<file path="src/rtl/lsu_pkg.sv">
// Shared LSU types: FSM states, RV32I access-size encodings, response error codes
// and the acceptance-time legality checks.
package lsu_pkg;

    typedef enum logic [1:0] {
        ST_IDLE,
        ST_REQ,
        ST_RESP
    } state_e;

    typedef enum logic [1:0] {
        ERR_OK       = 2'b00,
        ERR_MISALIGN = 2'b01,
        ERR_TIMEOUT  = 2'b10,
        ERR_ILLEGAL  = 2'b11
    } err_e;

    localparam logic [2:0] F3_B  = 3'b000;
    localparam logic [2:0] F3_H  = 3'b001;
    localparam logic [2:0] F3_W  = 3'b010;
    localparam logic [2:0] F3_BU = 3'b100;
    localparam logic [2:0] F3_HU = 3'b101;

    // funct3[1:0] is the access size; funct3[2] selects zero-extension
    localparam logic [1:0] SZ_B = 2'b00;
    localparam logic [1:0] SZ_H = 2'b01;
    localparam logic [1:0] SZ_W = 2'b10;

    function automatic logic is_illegal(input logic [2:0] f3, input logic is_store);
        return (f3[1:0] == 2'b11) || (f3[2:1] == 2'b11) || (is_store && f3[2]);
    endfunction

    function automatic logic is_misaligned(input logic [2:0] f3, input logic [1:0] a);
        return ((f3[1:0] == SZ_H) && a[0]) || ((f3[1:0] == SZ_W) && (a != 2'b00));
    endfunction

endpackage

</file>
<file path="src/rtl/lsu_align.sv">
// Byte-lane steering: store strobe/data replication and load lane extraction with
// sign or zero extension.
module lsu_align
    import lsu_pkg::*;
(
    input  logic [2:0]  funct3,
    input  logic [1:0]  addr_lo,
    input  logic [31:0] st_data,
    input  logic [31:0] ld_word,
    output logic [3:0]  wstrb,
    output logic [31:0] wdata,
    output logic [31:0] ld_data
);
    logic [7:0]  ld_byte;
    logic [15:0] ld_half;
    logic        sext;

    always_comb begin
        wstrb = 4'b1111;
        wdata = st_data;
        case (funct3[1:0])
            SZ_B: begin
                wstrb = 4'b0001 << addr_lo;
                wdata = {4{st_data[7:0]}};
            end
            SZ_H: begin
                wstrb = 4'b0011 << {addr_lo[1], 1'b0};
                wdata = {2{st_data[15:0]}};
            end
            default: ;
        endcase
    end

    always_comb begin
        case (addr_lo)
            2'd0:    ld_byte = ld_word[7:0];
            2'd1:    ld_byte = ld_word[15:8];
            2'd2:    ld_byte = ld_word[23:16];
            default: ld_byte = ld_word[31:24];
        endcase
        ld_half = addr_lo[1] ? ld_word[31:16] : ld_word[15:0];
        sext    = ~funct3[2];
        case (funct3[1:0])
            SZ_B:    ld_data = {{24{sext & ld_byte[7]}}, ld_byte};
            SZ_H:    ld_data = {{16{sext & ld_half[15]}}, ld_half};
            default: ld_data = ld_word;
        endcase
    end

endmodule

</file>
<file path="src/rtl/lsu.sv">
// Single-outstanding load/store unit: accepts one request, issues one word-aligned
// memory access with a bounded wait for ack, and returns a one-cycle response.
module lsu
    import lsu_pkg::*;
#(
    parameter int TIMEOUT = 16
) (
    input  logic        clk,
    input  logic        reset,
    input  logic        req_valid,
    output logic        req_ready,
    input  logic        req_is_load,
    input  logic        req_is_store,
    input  logic [2:0]  req_funct3,
    input  logic [31:0] req_addr,
    input  logic [31:0] req_wdata,
    output logic        rsp_valid,
    output logic [31:0] rsp_rdata,
    output logic [1:0]  rsp_err,
    output logic        mem_req,
    output logic        mem_we,
    output logic [31:0] mem_addr,
    output logic [3:0]  mem_wstrb,
    output logic [31:0] mem_wdata,
    input  logic [31:0] mem_rdata,
    input  logic        mem_ack
);
    localparam int CW = $clog2(TIMEOUT + 1);
    localparam logic [CW-1:0] CNT_LAST = CW'(TIMEOUT - 1);

    state_e        state_q, state_d;
    logic [CW-1:0] cnt_q, cnt_d;
    logic [31:0]   addr_q, addr_d;
    logic [31:0]   wdata_q, wdata_d;
    logic [2:0]    f3_q, f3_d;
    logic          store_q, store_d;
    logic          req_ready_q, req_ready_d;
    logic          mem_req_q, mem_req_d;
    logic          rsp_valid_q, rsp_valid_d;
    logic [31:0]   rsp_rdata_q, rsp_rdata_d;
    err_e          rsp_err_q, rsp_err_d;

    logic          accept;
    logic [3:0]    al_wstrb;
    logic [31:0]   al_wdata;
    logic [31:0]   al_ld;

    lsu_align u_align (
        .funct3  (f3_q),
        .addr_lo (addr_q[1:0]),
        .st_data (wdata_q),
        .ld_word (mem_rdata),
        .wstrb   (al_wstrb),
        .wdata   (al_wdata),
        .ld_data (al_ld)
    );

    assign accept = req_valid & req_ready_q & (req_is_load ^ req_is_store);

    always_comb begin
        state_d     = state_q;
        cnt_d       = cnt_q;
        addr_d      = addr_q;
        wdata_d     = wdata_q;
        f3_d        = f3_q;
        store_d     = store_q;
        req_ready_d = req_ready_q;
        mem_req_d   = mem_req_q;
        rsp_valid_d = 1'b0;
        rsp_rdata_d = '0;
        rsp_err_d   = ERR_OK;
        case (state_q)
            ST_IDLE: begin
                if (accept) begin
                    addr_d      = req_addr;
                    wdata_d     = req_wdata;
                    f3_d        = req_funct3;
                    store_d     = req_is_store;
                    cnt_d       = '0;
                    req_ready_d = 1'b0;
                    // Bad requests skip memory entirely and respond next cycle
                    if (is_illegal(req_funct3, req_is_store)) begin
                        state_d     = ST_RESP;
                        rsp_valid_d = 1'b1;
                        rsp_err_d   = ERR_ILLEGAL;
                    end else if (is_misaligned(req_funct3, req_addr[1:0])) begin
                        state_d     = ST_RESP;
                        rsp_valid_d = 1'b1;
                        rsp_err_d   = ERR_MISALIGN;
                    end else begin
                        state_d   = ST_REQ;
                        mem_req_d = 1'b1;
                    end
                end
            end
            ST_REQ: begin
                if (mem_ack) begin
                    state_d     = ST_RESP;
                    mem_req_d   = 1'b0;
                    rsp_valid_d = 1'b1;
                    rsp_rdata_d = store_q ? 32'd0 : al_ld;
                end else if (cnt_q == CNT_LAST) begin
                    state_d     = ST_RESP;
                    mem_req_d   = 1'b0;
                    rsp_valid_d = 1'b1;
                    rsp_err_d   = ERR_TIMEOUT;
                end else begin
                    cnt_d = cnt_q + CW'(1);
                end
            end
            default: begin
                state_d     = ST_IDLE;
                req_ready_d = 1'b1;
            end
        endcase
    end

    always_ff @(posedge clk) begin
        if (reset) begin
            state_q     <= ST_IDLE;
            cnt_q       <= '0;
            addr_q      <= '0;
            wdata_q     <= '0;
            f3_q        <= '0;
            store_q     <= 1'b0;
            req_ready_q <= 1'b1;
            mem_req_q   <= 1'b0;
            rsp_valid_q <= 1'b0;
            rsp_rdata_q <= '0;
            rsp_err_q   <= ERR_OK;
        end else begin
            state_q     <= state_d;
            cnt_q       <= cnt_d;
            addr_q      <= addr_d;
            wdata_q     <= wdata_d;
            f3_q        <= f3_d;
            store_q     <= store_d;
            req_ready_q <= req_ready_d;
            mem_req_q   <= mem_req_d;
            rsp_valid_q <= rsp_valid_d;
            rsp_rdata_q <= rsp_rdata_d;
            rsp_err_q   <= rsp_err_d;
        end
    end

    // Memory-side fields are forced to zero whenever no access is in flight
    assign req_ready = req_ready_q;
    assign mem_req   = mem_req_q;
    assign mem_we    = mem_req_q & store_q;
    assign mem_addr  = mem_req_q ? {addr_q[31:2], 2'b00} : 32'd0;
    assign mem_wstrb = (mem_req_q & store_q) ? al_wstrb : 4'b0000;
    assign mem_wdata = (mem_req_q & store_q) ? al_wdata : 32'd0;
    assign rsp_valid = rsp_valid_q;
    assign rsp_rdata = rsp_rdata_q;
    assign rsp_err   = rsp_err_q;

endmodule
</file>
<file path="config.mk">
export PLATFORM = sky130hd
export DESIGN_NAME = lsu
export DESIGN_NICKNAME = d
export VERILOG_FILES = /design/src/rtl/lsu_pkg.sv /design/src/rtl/lsu_align.sv /design/src/rtl/lsu.sv
export SDC_FILE = /design/constraint.sdc
export NUM_CORES = 1
export LEC_CHECK = 0
export ABC_AREA = 1
export BUFFER_PORTS_ARGS = -buffer_cell sky130_fd_sc_hd__buf_4
export CORE_MARGIN = 2
export CORE_UTILIZATION = 30
export DETAILED_ROUTE_END_ITERATION = 8
export PLACE_DENSITY = 0.58
export SYNTH_ARGS = -nofsm -noshare
export SYNTH_HDL_FRONTEND = slang
export SYNTH_SLANG_ARGS = --single-unit
</file>
<file path="constraint.sdc">
create_clock -name clk -period 2.3 [get_ports clk]
set_clock_uncertainty 0.2 [all_clocks]
set_input_delay 0.345 -clock clk [delete_from_list [all_inputs] [get_ports clk]]
set_output_delay 0.345 -clock clk [all_outputs]
set_load 0.05 [all_outputs]
</file>
==> key figures <==
Timing
  – Tcrit/Tclk final: 0.978
  – Setup Viol. Count Final: 0
  – Sum Neg Setup Slack: 0 ps
  – Worst Tran Pin Value: 690 ps
  – Final hold vios: 0
  – RSZ-0062 raised after global routing: yes
  – F_max: 0.445 GHz
  – Max-slew violations: 0
  – Hold slack: 32.8 ps
  – Slew margin rel.: 0.540
  – Post-layout worst setup margin: 51.6 ps
  – Final period demand of the worst path: 2250 ps

Layout
  – Fraction of layout cells with a size suffix above 1: 0.322
  – Utilization after layout: 0.444
  – Final Cell Area: 7670 sq um
  – Fillers: 1,820
  – Layout area overhead: 44.4%
  – Final std cells w/o fill: 1,196
  – Post-layout net count: 1,072

Hold path
  – Worst min path class: in -> reg
  – Min-delay src: req_addr[8]
  – Worst hold stages: 3
  – Worst Hold End: addr_q[8]$_SDFFE_PP0P_

Clock tree
  – Clock H-tree levels: 3
  – Max clock buf depth: 2
  – Worst skew pair latency: 360 ps
  – Sink Count: 112
  – Root Buffer: clkbuf_16
  – Num CTS Buffers: 9
  – Number of buffers inserted by hold repair at cts: 0
  – CTS tree: built
  – Clk slew on worst S/H paths: 70 ps

Logic synthesis
  – Register area share after synthesis: 0.422
  – Post-Syn Area: 5310 sq um
  – Cells after Synth: 764
  – Post-synthesis cell type count: 38
  – Flops & latches, synth: 112
  – Avg Cell Area, Syn: 6.96 sq um
  – Synth warn: 0

Floorplan
  – Ports: 211
  – Die width: 137 um
  – Row cnt: 48
  – Die Area: 18,800 sq um
  – Die span in y: 137 um
  – Initial Utilization: 0.307
  – Core Footprint: 17,300 sq um

Worst setup path
  – Critical path fanouts, max: 10
  – Arrival time worst endpoint: 1700 ps
  – R2R Setup Slk: 450 ps
  – Worst R2R End: cnt_q[0]$_SDFFE_PP0P_
  – Reg2Reg Depth: 8
  – CP required: 1750 ps
  – FF-to-FF Start: cnt_q[0]$_SDFFE_PP0P_
  – CP Capture Type: output port
  – CP Class: reg -> out
  – Worst setup SP type: flop

Power and ir drop
  – Maximum VDD drop: 0.000357 V
  – Switching share of power: 0.299
  – Power, Total: 4.77 mW
  – Power per standard cell area: 622 nW/um^2
  – Static leakage: 3.76 nW
  – Int Pwr: 3.35 mW
  – Logic pwr share: 0.202
  – Sw power: 1.43 mW
  – Clock power frac: 0.357
  – Reg power frac: 0.441

Routing
  – DR pass1 iterations: 5
  – 1st-iter DRT viols: 310
  – Vias/cell: 4.65
  – Vias: 5,561
  – Post-route ant nets: 0
  – DRC Markers: 0
  – Detail-routed net length per standard cell: 15.1 um
  – Final wirelength: 18,100 um

Placement
  – Routability cong.: 0.876
  – Dpl cell area: 7220 sq um
  – DP HPWL: 13,500 um
  – IO buf count: 208
  – Placed cell count: 1,176
  – Pre-CTS WS: 156 ps

GRT
  – Vias in the first global route: 5,374
  – First-pass GRT wire length: 28,000 um
  – Largest net degree at the start of global routing: 64
  – Gr ovfl total: 0
  – Initial antenna violation count: 0
  – GRT Total Usage: 0.193

Status
  – Outcome: completed

Run
  – Max-cap violations: 0
[worst max-delay path by stage]
stage	from	end	slack, ps	cells after the start
detailed placement	f3_q[0]$_SDFFE_PP0P_	mem_wdata[14]	160	6
global route	store_q$_SDFFE_PP0P_	mem_wdata[25]	-30	7
floorplan	mem_req$_SDFFE_PP0P_	mem_wdata[15]	-50	4
global placement	f3_q[0]$_SDFFE_PP0P_	mem_wdata[14]	180	6
CTS	f3_q[0]$_SDFFE_PP0P_	mem_wstrb[3]	-20	5
finish	f3_q[1]$_SDFFE_PP0P_	mem_wstrb[3]	50	5
[logic make-up (layout without fill, tap and decap cells)]
| logic type | after synthesis | in the layout | share of synthesized area |
|---|---|---|---|
| AO/OA/AOI/OAI | 175 | 175 | 0.183 |
| other | 1 | 3 | 0.000706 |
| adder cells (fa/ha/maj) | 2 | 2 | 0.00471 |
| flip-flops | 112 | 112 | 0.422 |
| buffers and inverters | 143 | 348 | 0.117 |
| AND/OR/NAND/NOR | 331 | 331 | 0.273 |
[state kept, by name, summed over array words and instances, names as in the netlist]
signal,flops
req_ready,1
rsp_rdata,32
mem_req,1
state_q,2
rsp_err,2
f3_q,3
rsp_valid,1
store_q,1
addr_q,32
cnt_q,5
wdata_q,32
[power groups by stage]
stage	registers (mW)	logic (mW)	clock network [mW]
detailed placement	2.15	0.924	0
CTS	2.11	0.950	1.76
finish	2.11	0.963	1.70
floorplan	2.17	0.589	0
global route	2.12	1.06	1.81
global placement	2.15	0.922	0
[cells in the final DEF (no fill, tap or decap), drive strengths merged, types with 9 or more instances in the layout]
cell type  synthesis  routed
inv               98      98
nand2            260     260
a31oi              9       9
clkbuf            18      12
buf               25     231
nand4             10      10
dfxtp            112     112
a21oi             95      95
nand3             30      30
nor2              26      26
o21ai             58      58
[area by class of cell]
type                    instances  area (sq um)  area share
multi-input cells             510          2640       0.344
flip-flops and latches        112          2260       0.294
repair buffers                231          1780       0.232
inverters                     100           390      0.0509
well taps                     225           282      0.0367
clock buffers                  12           236      0.0308
clock inverters                 4          76.3     0.00994
repair inverters                1          7.51    0.000978
diodes                          1          2.50    0.000326
[layer usage]
| metal | GRT usage | routed length (um) |
|---|---|---|
| met4 | 0.0533 | 376 |
| met2 | 0.319 | 8280 |
| met1 | 0.225 | 7460 |
| met5 | 0 | 0 |
| met3 | 0.0859 | 1980 |
[Yosys cell counts]
| library cell | n | area [sq um] |
|---|---|---|
| nor4_4 | 1 | 21.3 |
| a21oi_4 | 1 | 16.3 |
| o21a_1 | 1 | 7.51 |
| or2_2 | 1 | 6.26 |
| clkinv_1 | 2 | 7.51 |
| nand3_2 | 12 | 120 |
| o21ai_0 | 55 | 275 |
| nor2_2 | 1 | 6.26 |
| buf_2 | 11 | 55.1 |
| o21ai_2 | 3 | 26.3 |
| a31oi_1 | 9 | 56.3 |
| o221a_2 | 7 | 78.8 |
| dfxtp_1 | 112 | 2240 |
| a211oi_1 | 2 | 15.0 |
| nor3b_1 | 1 | 7.51 |
| buf_1 | 2 | 7.51 |
| inv_4 | 1 | 6.26 |
| nand3_1 | 17 | 85.1 |
| nand2_1 | 257 | 965 |
| inv_1 | 94 | 353 |
| conb_1 | 1 | 3.75 |
| a211oi_2 | 1 | 12.5 |
| nand4_1 | 10 | 62.6 |
| buf_4 | 8 | 60.1 |
| o31ai_1 | 1 | 7.51 |
| nor2_1 | 21 | 78.8 |
| o22ai_1 | 1 | 6.26 |
| buf_6 | 3 | 33.8 |
| nor2_4 | 4 | 45.0 |
| nand2_2 | 2 | 12.5 |
| a21oi_1 | 94 | 470 |
| inv_2 | 3 | 11.3 |
| buf_12 | 1 | 20.0 |
| nand3_4 | 1 | 17.5 |
| nor3_1 | 2 | 10.0 |
| nand2_4 | 1 | 11.3 |
| clkbuf_1 | 18 | 67.6 |
| ha_1 | 2 | 25.0 |
[worst max-delay path, cell delays in order (launching register included)]
cell	delay [ps]
dfxtp_4	410
inv_2	90
nand2_8	120
clkinvlp_4	230
a211oi_4	300
buf_6	190
[timing repair]
action / CTS / global route
setup endpoints to repair: 18 / 20
buffers inserted: 1 / 1
gates cloned: 1 / 0
pin swaps: 1 / 4
resized for setup: 20 / 25
(Power assumes the default switching activity.)
